[src/rtl/rom_arbiter.sv]
// Two-port round-robin (or fixed-priority) arbiter in front of a synchronous ROM.
// Define ROM_ARBITER_RR_EN for round-robin; otherwise port 0 always has priority.
module rom_arbiter #(
    parameter int DATA_WIDTH = 32,
    parameter int ADDR_WIDTH = 10
) (
    input  logic                  clk,
    input  logic                  resetn,
    input  logic                  valid0,
    input  logic                  valid1,
    input  logic [ADDR_WIDTH-1:0] addr0,
    input  logic [ADDR_WIDTH-1:0] addr1,
    output logic                  ready0,
    output logic                  ready1,
    output logic [DATA_WIDTH-1:0] rdata0,
    output logic [DATA_WIDTH-1:0] rdata1,
    output logic [ADDR_WIDTH-1:0] rom_addr,
    input  logic [DATA_WIDTH-1:0] rom_q,
    output logic [1:0]            dbg_state
);

    // Handshake: a port raises validN with addrN and holds both until readyN
    // pulses for one cycle; rdataN is valid in that cycle. addrN is sampled only
    // at grant, and validN still high at the next IDLE decision is a new request.

    typedef enum logic [1:0] {
        IDLE = 2'd0,
        READ = 2'd1,
        RESP = 2'd2
    } state_t;

    state_t state;
    state_t state_next;
    logic   gnt_port;
    logic   req_any;
    logic   sel;

    assign req_any   = valid0 | valid1;
    assign dbg_state = state;

`ifdef ROM_ARBITER_RR_EN
    logic last_port;

    // On contention the port that did not win last time takes the grant.
    assign sel = valid1 & (~valid0 | ~last_port);

    always_ff @(posedge clk or negedge resetn) begin
        if (!resetn) begin
            last_port <= 1'b1;
        end else if (state == IDLE && req_any) begin
            last_port <= sel;
        end
    end
`else
    assign sel = valid1 & ~valid0;
`endif

    always_ff @(posedge clk or negedge resetn) begin
        if (!resetn) begin
            state <= IDLE;
        end else begin
            state <= state_next;
        end
    end

    always_comb begin
        state_next = state;
        case (state)
            IDLE:    if (req_any) state_next = READ;
            READ:    state_next = RESP;
            RESP:    state_next = IDLE;
            default: state_next = IDLE;
        endcase
    end

    // rom_q reflects rom_addr only after the READ edge, so data is taken when leaving RESP.
    always_ff @(posedge clk or negedge resetn) begin
        if (!resetn) begin
            gnt_port <= 1'b0;
            rom_addr <= '0;
            ready0   <= 1'b0;
            ready1   <= 1'b0;
            rdata0   <= '0;
            rdata1   <= '0;
        end else begin
            ready0 <= 1'b0;
            ready1 <= 1'b0;
            if (state == IDLE && req_any) begin
                gnt_port <= sel;
                rom_addr <= sel ? addr1 : addr0;
            end
            if (state == RESP) begin
                if (gnt_port) begin
                    rdata1 <= rom_q;
                    ready1 <= 1'b1;
                end else begin
                    rdata0 <= rom_q;
                    ready0 <= 1'b1;
                end
            end
        end
    end

endmodule

[config.mk]
export PLATFORM = sky130hd
export DESIGN_NAME = rom_arbiter
export DESIGN_NICKNAME = d
export VERILOG_FILES = /design/src/rtl/rom_arbiter.sv
export SDC_FILE = /design/constraint.sdc
export NUM_CORES = 1
export LEC_CHECK = 0
export ABC_AREA = 0
export CAP_MARGIN = 30
export CORE_ASPECT_RATIO = 0.75
export CORE_MARGIN = 4
export CORE_UTILIZATION = 42
export DETAILED_ROUTE_END_ITERATION = 6
export PLACE_DENSITY = 0.8
export SLEW_MARGIN = 20
export SYNTH_ARGS = -nofsm -noshare
export SYNTH_HDL_FRONTEND = slang
export SYNTH_SLANG_ARGS = --single-unit
export TNS_END_PERCENT = 30
[constraint.sdc]
create_clock -name clk -period 1.9 [get_ports clk]
set_input_delay 0.19 -clock clk [delete_from_list [all_inputs] [get_ports clk]]
set_output_delay 0.19 -clock clk [all_outputs]
set_load 0.02 [all_outputs]
==> metrics.md <==
| Metric | Value |
|---|---|
| Largest net degree at the start of global routing | 48 |
| CP max-delay cell | clkdlybuf4s50_1 |
| DR WL/cell | 16.5 um |
| First-pass GRT wire length | 11,100 um |
| TNS Setup | 0 ns |
| Diodes inserted | 0 |
| Int Power | 0.00566 W |
| Worst-path fanout max | 5 |
| Tmin final | 1.62 ns |
| Crit path launch type | flop |
| Filler cells | 509 |
| I/O pins | 134 |
| Synth Warn # | 0 |
| Die area | 8770 um^2 |
| Largest delay contributor family on the critical path | buffers and inverters |
| Half-perimeter wire length after detailed placement | 5250 um |
| # nets final | 379 |
| Async SR Flop Fraction | 1.00 |
| Sw Share | 0.351 |
| Final Hold Fails | 0 |
| Post-Syn Nets | 236 |
| Static leakage | 1.98 nW |
| DRC | 0 |
| Vias per cell | 4.75 |
| DRT Wirelength | 7010 um |
| Seq pwr share | 0.344 |
| Area Overhead vs Synth | 54.7% |
| Die Ht | 82.1 um |
| CTS tree | built |
| Vias in the first global route | 2,224 |
| Initial antenna violation count | 0 |
| WP data required | 1.71 ns |
| Die extent in x | 107 um |
| Worst Tran Pin Value | 0.604 ns |
| First-pass DRT Iterations | 4 |
| Max-slew headroom | 0.597 |
| HP Class | input pin to asynchronous set/reset pin |
| Drt first-iter violations | 75 |
| Clk pwr share | 0.142 |
| Final setup viols | 0 |
| Overflow after GRT | 0 |
| Maximum root-to-sink buffer count | 2 |
| Top cell type's share of synthesized area | 0.643 |
| CORE AREA | 6960 um^2 |
| H-tree levels | 3 |
| Most common cell in the netlist | mux2_2 |
| Synth Flop Type | dfrtp_1 |
| Worst Clk Skew | 0.00444 ns |
| Cell Area, Synth | 3080 um^2 |
| Avg Inst Size Synth | 17.1 um^2 |
| Worst VDD drop | 890 uV |
| Routed vias | 2,024 |
| Fin cells | 426 |
| RD Place Congestion | 0.767 |
| GRT Total Usage | 0.166 |
| Crit Path Class | flop to primary output |
| Clk slew on worst S/H paths | 0.08 ns |
| Final max-slew violation count | 0 |
| IO Port Bufs | 133 |
| EDFF count, synth | 0 |
| Clk Latency, worst-skew pair | 0.33 ns |
| Number of cell rows | 26 |
| #FFs+latches synth | 79 |
| Layout cells sized above 1 | 0.329 |
| Crit. End Element | primary output |
| RSZ-0062 raised after global routing | no |
| MaxCap Viol Count | 0 |
| Clock root buffer | clkbuf_8 |
| Net Sw Power | 0.00307 W |
| Cells after Synth | 180 |
| Comb pwr share | 0.514 |
| Initial Utilization | 0.442 |
| Status | completed |
| Clk sink count | 79 |
| Fin crit share | 0.853 |
| Main area contributors after synthesis | dfrtp_1 64%, mux2_2 30%, buf_6 1.8% |
| Synth cell types | 14 |
| F_max | 617 MHz |
| Sequential share of the synthesized area | 0.643 |
| Leading cell types by count after synthesis | 81 x mux2_2, 79 x dfrtp_1, 5 x buf_6, 3 x buf_4 |
| Worst stage delay on the critical path | 0.66 ns |
| Placed Cells | 409 |
| Worst path arrival time | 1.43 ns |
| Bufs and invs on worst path | 1 |
| Yosys top cell by area | dfrtp_1 |
| Remaining antenna violation count | 0 |
| Inserted Clock Buffers | 9 |
| PD cells | 1830 nW/um^2 |
| Worst-path cell chain | clkdlybuf4s50_1 |
sequential cells by signal, summed over array words and instances (netlist names):
signal and cells:
ready0 1, rdata1 32, rdata0 32, rom_addr 10, dbg_state 2, gnt_port 1
ready1 1
power by group through the flow:
stage	Clock, W	Combinational [W]	Sequential (W)
2_1_floorplan	0	0.00131	0.00405
3_3_place_gp	0	0.00446	0.00299
3_5_place_dp	0	0.00453	0.00304
4_1_cts	0.00129	0.00455	0.00301
5_1_grt	0.00135	0.00473	0.00312
6_report	0.00124	0.00448	0.00300
cell families after synthesis:
| kind of cell | synth area share |
|---|---|
| AO/OA/AOI/OAI | 0.00569 |
| multiplexers | 0.310 |
| flip-flops | 0.643 |
| AND/OR/NAND/NOR | 0.0150 |
| buffers and inverters | 0.0268 |
final cells by class:
class,instances,area (um^2),share of cell area
clock buffers,10,138,0.0289
clock inverters,6,68.8,0.0145
inverters,1,3.75,0.000788
multi-input cells,92,1020,0.214
flip-flops and latches,79,1980,0.415
well taps,98,123,0.0258
repair buffers,140,1430,0.301
placed cells by master (no fill, tap or decap):
cell type          n
nor2_1             1
buf_12             4
clkinv_4           2
inv_6              1
inv_1              1
nor2b_1            1
o21a_1             1
buf_4              3
clkbuf_8          10
bufinv_16          1
clkinvlp_4         1
nand3b_2           1
a21oi_1            2
mux2_2            81
clkinv_2           1
dlygate4sd3_1      1
nor3b_4            1
clkdlybuf4s50_1  132
mux2_1             1
dfrtp_1           79
nand2b_1           1
mux2_4             2
through the flow:
step | area [um^2] | util | setup slack, ns | power [W] | hold WS, ns
after floorplan | 3080 | - | 0.402 | 0.00536 | -0.106
final | 4760 | 0.684 | 0.280 | 0.00872 | 0.384
after CTS | 4760 | 0.684 | 0.260 | 0.00885 | 0.401
after global placement | 4540 | 0.653 | 0.215 | 0.00746 | 0.240
after detailed placement | 4540 | 0.653 | 0.146 | 0.00757 | 0.244
after global routing | 4760 | 0.684 | 0.217 | 0.00921 | 0.433
what timing repair did:
action / CTS / global route
gates resized for setup: 0 / 0
setup buffers: 0 / 0
hold endpoints to repair: 45 / 0
hold buffers: 1 / 0
worst paths after layout:
kind	startpoint	endpoint	slack [ns]	cells past startpoint
worst min register to register	rdata0[2]$_DFFE_PN0P_	rdata0[2]$_DFFE_PN0P_	0.51	1
worst max register to register	dbg_state[1]$_DFFE_PN0P_	rom_addr[8]$_DFFE_PN0P_	0.40	4
max in group asynchronous	resetn	rdata1[16]$_DFFE_PN0P_	0.94	3
worst max-delay path	dbg_state[0]$_DFFE_PN0P_	dbg_state[0]	0.28	1
min in group clk	valid0	gnt_port$_DFFE_PN0P_	0.48	2
worst min-delay path	resetn	rdata0[27]$_DFFE_PN0P_	0.38	2
per-layer routing:
metal / global-route usage / vias up / share of wire / routed length (um)
met5: 0 / - / 0 / 0
met4: 0.0613 / 0 / 0.0094 / 66
met3: 0.0544 / 5 / 0.067 / 472
met2: 0.292 / 69 / 0.51 / 3570
met1: 0.193 / 1025 / 0.41 / 2900
li1: - / 925 / - / -
Note: power is estimated with default switching activity, not from simulation.
